**config.mk**
```make
export PLATFORM = sky130hd
export DESIGN_NAME = doraemon_tally
export DESIGN_NICKNAME = d
export VERILOG_FILES = /design/src/rtl/doraemon_tally.sv
export SDC_FILE = /design/constraint.sdc
export NUM_CORES = 1
export LEC_CHECK = 0
export CAP_MARGIN = 20
export CORE_MARGIN = 2
export CORE_UTILIZATION = 58
export CTS_CLUSTER_SIZE = 10
export DETAILED_ROUTE_END_ITERATION = 8
export PLACE_DENSITY = 0.76
export SLEW_MARGIN = 25
export SYNTH_ARGS = -nofsm -noshare
export SYNTH_HDL_FRONTEND = slang
export SYNTH_SLANG_ARGS = --single-unit
```
**constraint.sdc**
```tcl
create_clock -name clk2 -period 4.5 [get_ports clk2]
set_clock_uncertainty 0.15 [all_clocks]
set_input_delay 0.9 -clock clk2 [delete_from_list [all_inputs] [get_ports clk2]]
set_output_delay 0.9 -clock clk2 [all_outputs]
set_load 0.05 [all_outputs]
```
**src/rtl/doraemon_tally.sv**
```systemverilog
// doraemon_tally
// Counts per-id wins over a round of TOTAL results. It then scans the 32 bins
// for the id with the most wins and offers it as a report. When the report is
// taken, all counters are cleared for the next round.
//
// Parameter:
//   TOTAL        results accepted per round (1..8191)
// Optional feature:
//   TALLY_SLOT_CHECK_EN  when defined, an accepted result whose slot index
//                        in_data[7:5] is above 4 sets slot_err. When it is not
//                        defined, slot_err is tied to 0.
// Ports:
//   clk2         clock, rising edge
//   rst_n        asynchronous active-low reset
//   in_valid     result strobe, one result per high cycle
//   in_data      [7:5] slot index, [4:0] doraemon_id
//   rpt_ready    consumer accepts the report
//   rpt_valid    report available; held until accepted
//   rpt_id       winning id (0 while rpt_valid is low)
//   rpt_count    win count of rpt_id (0 while rpt_valid is low)
//   busy         high whenever the FSM is not in COLLECT
//   drop_err     sticky: a result arrived while busy
//   slot_err     sticky: a result carried a slot index above 4
//   dbg_state_o  current FSM state (0 COLLECT, 1 SCAN, 2 REPORT, 3 CLEAR)
//
// Handshake: a report transfers on a rising edge where rpt_valid && rpt_ready.
// rpt_valid never depends on rpt_ready, and the report fields stay stable
// until that transfer happens.
module doraemon_tally #(
    parameter int TOTAL = 5996
) (
    input  logic        clk2,
    input  logic        rst_n,
    input  logic        in_valid,
    input  logic [7:0]  in_data,
    input  logic        rpt_ready,
    output logic        rpt_valid,
    output logic [4:0]  rpt_id,
    output logic [12:0] rpt_count,
    output logic        busy,
    output logic        drop_err,
    output logic        slot_err,
    output logic [1:0]  dbg_state_o
);

    typedef enum logic [1:0] {
        COLLECT = 2'd0,
        SCAN    = 2'd1,
        REPORT  = 2'd2,
        CLEAR   = 2'd3
    } state_e;

    localparam logic [12:0] LAST    = 13'(TOTAL - 1);
    localparam logic [12:0] BIN_MAX = 13'h1FFF;

    state_e      state_q, state_d;
    logic [12:0] bins_q [32];
    logic [12:0] bins_d [32];
    logic [12:0] rx_cnt_q, rx_cnt_d;
    // Bit 5 marks the extra settle cycle after bin 31 has been compared.
    logic [5:0]  scan_idx_q, scan_idx_d;
    logic [4:0]  cand_id_q, cand_id_d;
    logic [12:0] cand_cnt_q, cand_cnt_d;
    logic        drop_err_q, drop_err_d;
    logic        slot_err_q, slot_err_d;

    logic        accept;
    logic [4:0]  bin_sel;
    logic [12:0] scan_bin;

    assign accept   = in_valid && (state_q == COLLECT);
    assign bin_sel  = in_data[4:0];
    assign scan_bin = bins_q[scan_idx_q[4:0]];

`ifndef TALLY_SLOT_CHECK_EN
    logic unused_slot;
    assign unused_slot = ^in_data[7:5];
`endif

    always_comb begin
        state_d    = state_q;
        bins_d     = bins_q;
        rx_cnt_d   = rx_cnt_q;
        scan_idx_d = scan_idx_q;
        cand_id_d  = cand_id_q;
        cand_cnt_d = cand_cnt_q;
        drop_err_d = drop_err_q;
        slot_err_d = slot_err_q;

        case (state_q)
            COLLECT: begin
                if (accept) begin
                    if (bins_q[bin_sel] != BIN_MAX) begin
                        bins_d[bin_sel] = bins_q[bin_sel] + 13'd1;
                    end
                    rx_cnt_d = rx_cnt_q + 13'd1;
                    if (rx_cnt_q == LAST) begin
                        state_d    = SCAN;
                        scan_idx_d = 6'd0;
                    end
                end
            end
            SCAN: begin
                // Indices 0..31 compare one bin each. Index 32 is a settle
                // cycle, so the report rises 33 edges after the last result.
                if (scan_idx_q[5]) begin
                    state_d = REPORT;
                end else begin
                    // Strictly greater: ties keep the lower id found earlier.
                    if (scan_bin > cand_cnt_q) begin
                        cand_id_d  = scan_idx_q[4:0];
                        cand_cnt_d = scan_bin;
                    end
                    scan_idx_d = scan_idx_q + 6'd1;
                end
            end
            REPORT: begin
                if (rpt_ready) begin
                    state_d = CLEAR;
                end
            end
            CLEAR: begin
                for (int i = 0; i < 32; i++) begin
                    bins_d[i] = 13'd0;
                end
                rx_cnt_d   = 13'd0;
                scan_idx_d = 6'd0;
                cand_id_d  = 5'd0;
                cand_cnt_d = 13'd0;
                state_d    = COLLECT;
            end
            default: state_d = COLLECT;
        endcase

        if (in_valid && (state_q != COLLECT)) begin
            drop_err_d = 1'b1;
        end

`ifdef TALLY_SLOT_CHECK_EN
        if (accept && (in_data[7:5] > 3'd4)) begin
            slot_err_d = 1'b1;
        end
`else
        slot_err_d = 1'b0;
`endif
    end

    always_ff @(posedge clk2 or negedge rst_n) begin
        if (!rst_n) begin
            state_q    <= COLLECT;
            for (int i = 0; i < 32; i++) begin
                bins_q[i] <= 13'd0;
            end
            rx_cnt_q   <= 13'd0;
            scan_idx_q <= 6'd0;
            cand_id_q  <= 5'd0;
            cand_cnt_q <= 13'd0;
            drop_err_q <= 1'b0;
            slot_err_q <= 1'b0;
        end else begin
            state_q    <= state_d;
            bins_q     <= bins_d;
            rx_cnt_q   <= rx_cnt_d;
            scan_idx_q <= scan_idx_d;
            cand_id_q  <= cand_id_d;
            cand_cnt_q <= cand_cnt_d;
            drop_err_q <= drop_err_d;
            slot_err_q <= slot_err_d;
        end
    end

    assign rpt_valid   = (state_q == REPORT);
    assign rpt_id      = rpt_valid ? cand_id_q  : 5'd0;
    assign rpt_count   = rpt_valid ? cand_cnt_q : 13'd0;
    assign busy        = (state_q != COLLECT);
    assign drop_err    = drop_err_q;
    assign slot_err    = slot_err_q;
    assign dbg_state_o = state_q;

endmodule

```
Yosys cells after proc, flatten, opt, wreduce, memory -nomap -nowiden. Cells that the tools add are included.

Shifts and indexed selects: 0. Eq/ne operators: 12. Bitwise gates (word level): 2. Divide/modulo/power cells: 0. Multipliers: 0. Order comparisons: 4. Multiplexer cells: 31. Add/subtract/negate cells: 3. Reduce and logical (&&, ||, !) cells: 14.

Operator list (number): $mux 416 (2); $pmux 416 s2 (1); $bwmux 416 (1); $bmux 13 s5 (2); $mux 13 (9); $demux 13 s5 (1); $pmux 13 s2 (2); $add 13x1->13 const B (2); $mux 6 (3); $pmux 6 s3 (1); $mux 5 (3); $eq 13x13->1 const B (1); $gt 13x13->1 (1); $ne 13x13->1 const B (1); $ge 6x6->1 const B (2); $not 5->6 (2); $ne 2x2->1 const B (5); $pmux 5 s2 (1); $reduce_and 3->1 (3); $mux 2 (4); $pmux 2 s4 (1); $reduce_and 4->1 (2); $add 6x1->6 const B (1); $lt 6x1->1 const B (1); other kinds (8) (14).

Memory bits (writable): 0. Memories kept: 0. Register bits: 456. Latch bits: 0. Output and inout port bits: 24. Bits in read-only memories: 0. Word-level logic and storage cells: 105.

Logic depth before layout (Yosys ltp). Gate-level depths: netlist of the first run.

Depth after elaboration: 9. Gate-level depth with buffers: 18. Mapped depth without buffers: 12.

Worst setup path after synthesis of the first run. OpenSTA, ideal clock, no wires.

Path type: flip-flop to flip-flop. From: register scan_idx_q[0]. To: register cand_cnt_q[10]. Slack: -0.399 ns. Period minus slack after synthesis: 4.899 ns. Cell stages (with the launch flop): 18. Arrival time: 4.616 ns. Path through: dfrtp_1 > clkbuf_1 > buf_1 > clkbuf_1 > mux4_2 > mux4_2 > mux2i_1 > ha_1 > nor2b_1 > o21a_1 > o21a_1 > o21ai_0 > a21oi_1 > o211ai_1 > and2_0 > clkbuf_1 > clkbuf_1 > o21ai_0.

Longest elaborated chain between the ends: 7. Elaborated cells on any way between the ends: 10. Classes of those cells: 1 x order compare; 1 x eq/ne; 6 x mux; 1 x bitwise; 1 x reduce/logical.

Ends and longest elaborated chain: from (decl) (line 61) `logic [5:0] scan_idx_q, scan_idx_d;`; from (signal assigned) (line 164) `scan_idx_q <= scan_idx_d;`; $not 5->6 (not written as such) * (line 73) `assign scan_bin = bins_q[scan_idx_q[4:0]];`; $bmux 13 s5 * (line 73); $mux 13 (not written as such) * (2 in a row) (line 73); $gt 13x13->1 or $mux 13 (tied branches) (line 110) `if (scan_bin > cand_cnt_q) begin`; $ne 2x2->1 (no source line) or $mux 13 (tied branches); $reduce_and 3->1 (no source line) or $pmux 13 s2 (tied branches); to (signal assigned) (line 166) `cand_cnt_q <= cand_cnt_d;`; to (decl) (line 63) `logic [12:0] cand_cnt_q, cand_cnt_d;`.

Mark *: on every way between the ends. The rest lies on a longest branch, timed or not. The select of a mux whose other input is x is not followed. A chain may end at the register's enable or synchronous reset.

Final worst setup path of the first run.
From: input in_data[3]. To: register bins_q[336] (netlist name).

Longest elaborated chain between the ends: 9. Elaborated cells on any way between the ends: 17. Classes of those cells: 1 x add/sub; 2 x order compare; 2 x eq/ne; 9 x mux; 1 x bitwise; 2 x reduce/logical.

Ends and longest elaborated chain: from (decl) (line 35) `input logic [7:0] in_data,`; $not 5->6 (not written as such) * (line 93, 94); $bmux 13 s5 (tied with other cells) (line 93, 94); $mux 13 (not written as such) or $logic_and 1x1->1 (tied branches) (line 93, 94); $mux 13 (on tied branches) (line 93, 94); $add 13x1->13 or $demux 13 s5 (tied branches) (line 94) `bins_d[bin_sel] = bins_q[bin_sel] + 13'd1;`; $bwmux 416 (line 94); $mux 416 (line 93) `if (bins_q[bin_sel] != BIN_MAX) begin`; $mux 416 (line 92) `if (accept) begin`; $pmux 416 s2 (line 90) `case (state_q)`; to (signal assigned) (line 162) `bins_q <= bins_d;`; to (decl) (line 57) `logic [12:0] bins_q [32];`.

Marks and branches as above.

==> metrics.md, run 1 <==
| Metric | Value |
|---|---|
| Top_reg_cell synth | dfrtp_1 |
| Post-CTS Setup Inserts | 0 |
| Crit path max fanout | 49 |
| Distinct cells, synth | 57 |
| TritonCTS clock tree | done |
| Die H | around 220 µm |
| Post-Syn Instances | 2,431 |
| Clk root buf | clkbuf_16 |
| GPL Wtd Cong | around 1.0 |
| IO Count | 36 |
| Power per cell area | ~480 nW/µm² |
| DR vias/cell | between 7 and 8 |
| H-tree Lvls | 2 |
| Wire per inst | just over 30 µm |
| Sw Pwr | roughly 5.3 mW |
| Fraction of layout instances using a drive strength above 1 | 0.224 |
| Post-route DRC | 0 |
| Via count | about 23,000 |
| Starting density of the core | 0.585 |
| Commonest non-fill, non-tap cell in the layout | dfrtp_1 |
| Fmax | roughly 0.23 GHz |
| Sequential share of power | 0.424 |
| EDFF count, synth | 0 |
| Clock transition at path regs | 0.06 ns |
| Avg Inst Size Synth | around 11 µm² |
| Switching Share | 0.360 |
| Most frequent cells in the layout | 453 x dfrtp_1, 437 x inv_1, 267 x o22ai_1 |
| Synth Area in Compound Gates | 0.177 |
| Gr usage total | 0.428 |
| Clk buf depth | 3 |
| Final TNS setup | 0 ns |
| Netlist Area Pre-Place | between 20,000 and 30,000 µm² |
| Worst Setup Slack, final | around 0.089 ns |
| Tmin final | ~4.4 ns |
| Peak supply drop | ~360 µV |
| # rows | 77 |
| Hold Crit Class | flop to flop |
| Clock Sink Count | between 400 and 500 |
| First-pass GRT wire length | approximately 150,000 µm |
| Power share of the clock group | 0.262 |
| Leak | 13.9 nW |
| Status | completed |
| Final Slew Violations | 0 |
| Crit path DAT | 4.73 ns |
| Max capacitance violation total | 0 |
| Post-synthesis mux area share | 0.201 |
| # setup viols final | 0 |
| Critical Path Source Type | input port |
| Detailed-placement wirelength estimate | roughly 70,000 µm |
| Nets@finish | ~2,600 |
| TritonCTS Buffers | 52 |
| Filler cells | 3,218 |
| Internal | 9.40 mW |
| Vias in the first global route | around 23,000 |
| Core Footprint | between 40,000 and 50,000 µm² |
| Clock insertion delay at the later pin of the skew report | 0.64 ns |
| Final period util | 0.980 |
| IO buf count | 31 |
| Hold Vio Cnt, Final | 0 |
| Adder-cell area share of the yosys netlist | 0.00969 |
| Full die area | between 40,000 and 50,000 µm² |
| Largest net degree at the start of global routing | 119 |
| First-pass detailed-route iteration total | 6 |
| Final wirelength | roughly 100,000 µm |
| Sequential area share after synthesis | 0.442 |
| Layout area overhead | 19.3% |
| Slew Limit Headroom | 0.405 |
| Dpl ws | -0.499 ns |
| Crit path kind | input port to flop |
| Fin util | 0.698 |
| Die Wd | about 220 µm |
| Post-Synth XOR/XNOR Area | 0.00542 |
| Final hold slack | roughly 0.31 ns |
| Total grt overflow | 0 |
| ANT nets after route | 0 |
| Main combinational cell family by area after synthesis | multiplexers |
| Initial antenna violation count | 4 |
| Crit path required time | just under 5 ns |
| Post-Synth Simple-Gate Area | 0.0568 |
| Number of synthesized register bits | 456 |
| Async SR Flop Fraction | 1.00 |
| Worst setup EP type | flop |
| Slew @ Worst Pin | 0.890 ns |
| Syn_nets | between 2,000 and 2,500 |
| Synth warnings | 0 |
| Detailed Route Iter0 Violations | between 3,000 and 4,000 |
| Combinational share of power | 0.314 |
-- worst max-delay path, cell delays in order --
cell and delay [ns]:
clkdlybuf4s50_1 0.51, buf_12 0.15, buf_4 0.16, nand4b_1 0.38
buf_4 0.33, o22ai_1 0.34, nor4_1 0.11, nand2_1 0.30
nand3b_4 0.16, nor4_4 0.40, buf_4 0.25, or2_4 0.26
buf_12 0.28, o32ai_1 0.14
-- final cells by class --
type                    instances  area, µm²  area share
multi-input cells            1288      11800       0.383
inverters                     439       1650      0.0535
repair buffers                365       3790       0.123
well taps                     592        741      0.0240
diodes                          1       2.50   0.0000812
clock inverters                 4       75.1     0.00244
flip-flops and latches        456      11400       0.371
clock buffers                  63       1340      0.0436
-- synthesized netlist by cell type (2+ instances only) --
cell | number | area [µm²]
buf_4 | 16 | 120
or3_1 | 2 | 12.5
and3b_1 | 2 | 17.5
a21o_1 | 2 | 15.0
buf_1 | 16 | 60.1
or4b_1 | 4 | 40.0
o2111ai_1 | 18 | 158
o31ai_1 | 4 | 30.0
nor2b_1 | 4 | 25.0
and3_1 | 4 | 25.0
ha_1 | 20 | 250
nand4_1 | 8 | 50.1
mux2_2 | 29 | 327
o32ai_1 | 256 | 2240
mux2i_1 | 194 | 1940
a22o_1 | 4 | 35.0
nand4bb_1 | 6 | 67.6
buf_6 | 4 | 45.0
o21ai_0 | 27 | 135
nand2_1 | 91 | 342
dfrtp_1 | 456 | 11400
nand2b_1 | 4 | 25.0
or4_1 | 5 | 37.5
nand3_1 | 12 | 60.1
a32o_1 | 3 | 30.0
inv_1 | 437 | 1640
a21oi_1 | 40 | 200
mux4_2 | 130 | 2930
o211ai_1 | 2 | 15.0
xor2_1 | 6 | 52.6
nand4b_1 | 5 | 43.8
clkbuf_1 | 118 | 443
nor3_1 | 41 | 205
buf_2 | 94 | 470
nor4_1 | 23 | 144
nor3b_1 | 4 | 30.0
and2_1 | 23 | 144
o22ai_1 | 267 | 1670
o41ai_1 | 2 | 17.5
xnor2_1 | 10 | 87.6
o21a_1 | 3 | 22.5
nor2_1 | 20 | 75.1
-- sequential cells by signal, indices dropped and copies added (netlist names) --
register,cells
cand_cnt_q,13
cand_id_q,5
scan_idx_q,6
bins_q,416
dbg_state_o,2
drop_err,1
rx_cnt_q,13
-- final timing paths --
check / from / to / slack (ns) / cells past startpoint
worst min register to register: drop_err$_DFFE_PN0P_ / drop_err$_DFFE_PN0P_ / 0.31 / 1
worst max-delay path: in_data[3] / bins_q[336]$_DFFE_PN0P_ / 0.09 / 14
max in group asynchronous: rst_n / bins_q[87]$_DFFE_PN0P_ / 2.43 / 4
worst min-delay path: drop_err$_DFFE_PN0P_ / drop_err$_DFFE_PN0P_ / 0.31 / 1
worst max register to register: scan_idx_q[0]$_DFFE_PN0P_ / cand_cnt_q[1]$_DFFE_PN0P_ / 0.20 / 14
min in group asynchronous: rst_n / bins_q[143]$_DFFE_PN0P_ / 0.60 / 2
-- repair_timing --
action	in CTS	in global routing
hold buffers	0	1
resized for setup	0	1
setup endpoints to repair	0	11
endpoints found under the hold margin	0	1
-- layer usage --
metal,up-vias,share of wire,global-route usage
met2,1762,0.43,0.623
met1,11300,0.35,0.557
met5,-,0.00038,0
li1,9349,-,-
met3,452,0.13,0.129
met4,6,0.081,0.283
-- metrics by stage --
| stage | cells | instance area (µm²) | total power [mW] |
|---|---|---|---|
| finish | 3208 | 30800 | 14.7 |
| global route | 3207 | 30800 | 15.2 |
| CTS | 3205 | 30800 | 14.5 |
| detailed placement | 3138 | 29300 | 10.6 |
| global placement | 3138 | 29300 | 10.4 |
| floorplan | 2431 | 25800 | 8.50 |
-- cell families (layout without fill, tap and decap cells) --
family	after synthesis	in the layout
mux	353	353
other cells	1	2
xor+xnor	16	16
fa+ha+maj	20	20
buf+inv	687	871
flops	456	456
compound gates	629	629
simple gates	269	269
-- power by group through the flow --
stage	Clock (mW)	Sequential (mW)	Combinational (mW)
2_1_floorplan	0	5.91	2.59
3_3_place_gp	0	6.12	4.28
3_5_place_dp	0	6.23	4.41
4_1_cts	3.84	6.19	4.45
5_1_grt	4.00	6.35	4.84
6_report	3.84	6.23	4.61
(Power assumes the default switching activity.)
==> run 2, diff against run 1 <==
--- a/config.mk
+++ b/config.mk
@@ -15,3 +15,4 @@
 export SYNTH_ARGS = -nofsm -noshare
 export SYNTH_HDL_FRONTEND = slang
 export SYNTH_SLANG_ARGS = --single-unit
+export TNS_END_PERCENT = 5
==> constraint.sdc (replaced) <==
create_clock -name clk2 -period 4.5 [get_ports clk2]
set_clock_uncertainty 0.15 [all_clocks]
set_input_delay 0.675 -clock clk2 [delete_from_list [all_inputs] [get_ports clk2]]
set_output_delay 0.675 -clock clk2 [all_outputs]
set_load 0.05 [all_outputs]
==> run 2 against run 1 <==
Worst setup slack better by 0.10 ns; sequential share of layout area up 0.74 points; die area unchanged; non-clock buffer count down 59; final area down 2.0%; first-iteration DRC count up 7.3%; total power down 0.39%; critical path depth down 1; largest power group unchanged; fmax up 2.4%; clock power up 2%.
==> metrics.md, run 2 (synthesized netlist as in run 1, its figures left out) <==
| Metric | Value |
|---|---|
| Status | completed |
| Critical Path Source Type | flop |
| Commonest non-fill, non-tap cell in the layout | dfrtp_1 |
| Detailed Route Iter0 Violations | 3,572 (+7.3%) |
| Delay of the slowest critical-path stage | 0.56 ns (+0.05 ns) |
| Hold Vio Cnt, Final | 0 (unchanged) |
| Total power | 14.6 mW (-0.39%) |
| Leak | 13.6 nW (-2.2%) |
| Die Wd | 215 µm (unchanged) |
| Vias in the first global route | 22,200 (-3.6%) |
| RSZ-0062 raised after global routing | false |
| Fmax | 0.232 GHz (+2.4%) |
| ANT nets after route | 0 (unchanged) |
| # setup viols final | 0 (unchanged) |
| Wire per inst | 31.2 µm (+1.8%) |
| Clk buf depth | 3 (unchanged) |
| GPL Wtd Cong | 1.02 (-1.0%) |
| Die H | 215 µm (unchanged) |
| Largest register FFs | 416 (unchanged) |
| Final Slew Violations | 0 (unchanged) |
| Clock insertion delay at the later pin of the skew report | 0.62 ns (-0.02 ns) |
| Slew Limit Headroom | 0.215 (-0.190) |
| Fin util | 0.685 (-0.0137) |
| Crit path DAT | 4.62 ns (-0.11 ns) |
| Worst Setup Slack, final | 0.192 ns (+0.103 ns) |
| Detailed-placement wirelength estimate | 69,200 µm (-0.46%) |
| Max capacitance violation total | 0 (unchanged) |
| Clock Sink Count | 456 (unchanged) |
| Dpl ws | -0.118 ns (+0.381 ns) |
| Starting density of the core | 0.585 (unchanged) |
| TritonCTS Buffers | 53 (+1.9%) |
| Area after DPL | 28,700 µm² (-2.3%) |
| Post-route DRC | 0 (unchanged) |
| IO buf count | 31 (unchanged) |
| Layout area overhead | 16.9% |
| Final wirelength | 98,400 µm (about the same) |
| CP Cell Sequence | buf_12 > buf_4 > mux4_2 > mux4_2 > mux2_2 > ha_1 > nor2b_1 > o21ai_0 > nand2_1 > o211ai_1 > and2_0 > buf_4 > o21ai_0 |
| First-pass GRT wire length | 145,000 µm (-1.0%) |
| Crit path max fanout | 22 (-55%) |
| Power per cell area | 484 nW/µm² (+1.6%) |
| TritonCTS clock tree | done |
| Full die area | 46,200 µm² (unchanged) |
| Via count | 22,800 (-0.48%) |
| Final hold slack | 0.311 ns (-0.00181 ns) |
| Fraction of layout instances using a drive strength above 1 | 0.208 (-0.0158) |
| Nets@finish | 2,576 (-2.2%) |
| Most frequent cells in the layout | 453 x dfrtp_1, 437 x inv_1, 267 x o22ai_1 |
| First-pass detailed-route iteration total | 6 (unchanged) |
| Final non-filler cell total | 3,151 (-1.8%) |
| H-tree Lvls | 2 (unchanged) |
| Top Registers | bins_q x416, cand_cnt_q x13, rx_cnt_q x13 |
| Tmin final | 4.31 ns (-0.103 ns) |
| Gr usage total | 0.425 (-0.00267) |
| # rows | 77 (unchanged) |
| Placed Cells | 3,077 (-1.9%) |
| CP max stage cell | mux4_2 |
| Slew @ Worst Pin | 1.17 ns (+0.284 ns) |
| Total grt overflow | 0 (unchanged) |
| DR vias/cell | 7.23 (+1.3%) |
| Clock transition at path regs | 0.06 ns (about the same) |
| Most flops, register | bins_q |
| Clk root buf | clkbuf_16 |
| Worst setup EP type | flop |
| Largest net degree at the start of global routing | 95 (-20%) |
| Initial antenna violation count | 3 (-1) |
| IO Count | 36 (unchanged) |
| Peak supply drop | 386 µV (+6.0%) |
| Final period util | 0.957 (-0.0230) |
| Final TNS setup | 0 ns (unchanged) |
| Hold Crit Class | flop to flop |
| Core Footprint | 44,100 µm² (unchanged) |
| Antenna diodes | 0 (-1) |
| Crit path kind | flop to flop |
| Design Area, Final | 30,200 µm² (-2.0%) |
| Crit path required time | 4.81 ns (about the same) |
[run 2: cell types whose count changed in the layout (fill, tap and decap cells not counted), moves of 2 or more]
cell / change
clkbuf_1: -3
buf_4: -42
clkbuf_8: +5
clkbuf_16: +2
buf_12: -19
[run 2: path summary, 6_finish.rpt]
| kind | slack (ns) | startpoint | depth (start not counted) | to |
|---|---|---|---|---|
| setup / recovery | 0.19 | scan_idx_q[0]$_DFFE_PN0P_ | 13 | cand_cnt_q[12]$_DFFE_PN0P_ |
| hold / removal | 0.31 | drop_err$_DFFE_PN0P_ | 1 | drop_err$_DFFE_PN0P_ |
| setup reg to reg | 0.19 | scan_idx_q[0]$_DFFE_PN0P_ | 13 | cand_cnt_q[12]$_DFFE_PN0P_ |
| hold reg to reg | 0.31 | drop_err$_DFFE_PN0P_ | 1 | drop_err$_DFFE_PN0P_ |
| max in group asynchronous | 2.40 | rst_n | 3 | bins_q[244]$_DFFE_PN0P_ |
| min in group asynchronous | 0.51 | rst_n | 2 | drop_err$_DFFE_PN0P_ |
[run 2: per-layer routing]
layer | up-vias | GRT usage | share of wire
met1 | 11300 | 0.562 | 0.36
met5 | - | 0 | 0.00016
met3 | 404 | 0.127 | 0.13
li1 | 9224 | - | -
met4 | 2 | 0.277 | 0.083
met2 | 1906 | 0.613 | 0.43
[run 2: layout make-up]
type                       count  area, µm²
tap                          592        741
fill                        3311      13900
sequential                   456      11400
inverter                     439       1650
clock buffer                  66       1430
clock inverter                 4       52.6
timing repair buffer         306       3130
multi-input combinational   1288      11800
[run 2: report_power, final]
part / internal [mW] / switching [mW] / leakage, nW
sequential: 5.25 / 0.972 / 5.26
clock: 2.24 / 1.69 / 0.726
combinational: 1.90 / 2.58 / 7.62
[run 2: worst max-delay path, delay by kind of cell, from the launching register on]
kind                     cells  cell delay, ns
multiplexers                 3            1.38
buffers and inverters        3            0.73
AO/OA/AOI/OAI                3            0.66
flip-flops                   1            0.48
AND/OR/NAND/NOR              3            0.38
adder cells (fa/ha/maj)      1            0.31
[run 2: what timing repair did]
item / CTS / global route
setup buffers: 0 / 2
endpoints found under the setup margin: 0 / 13
endpoints found under the hold margin: 71 / 0
hold buffers: 1 / 0
gates resized for setup: 0 / 3
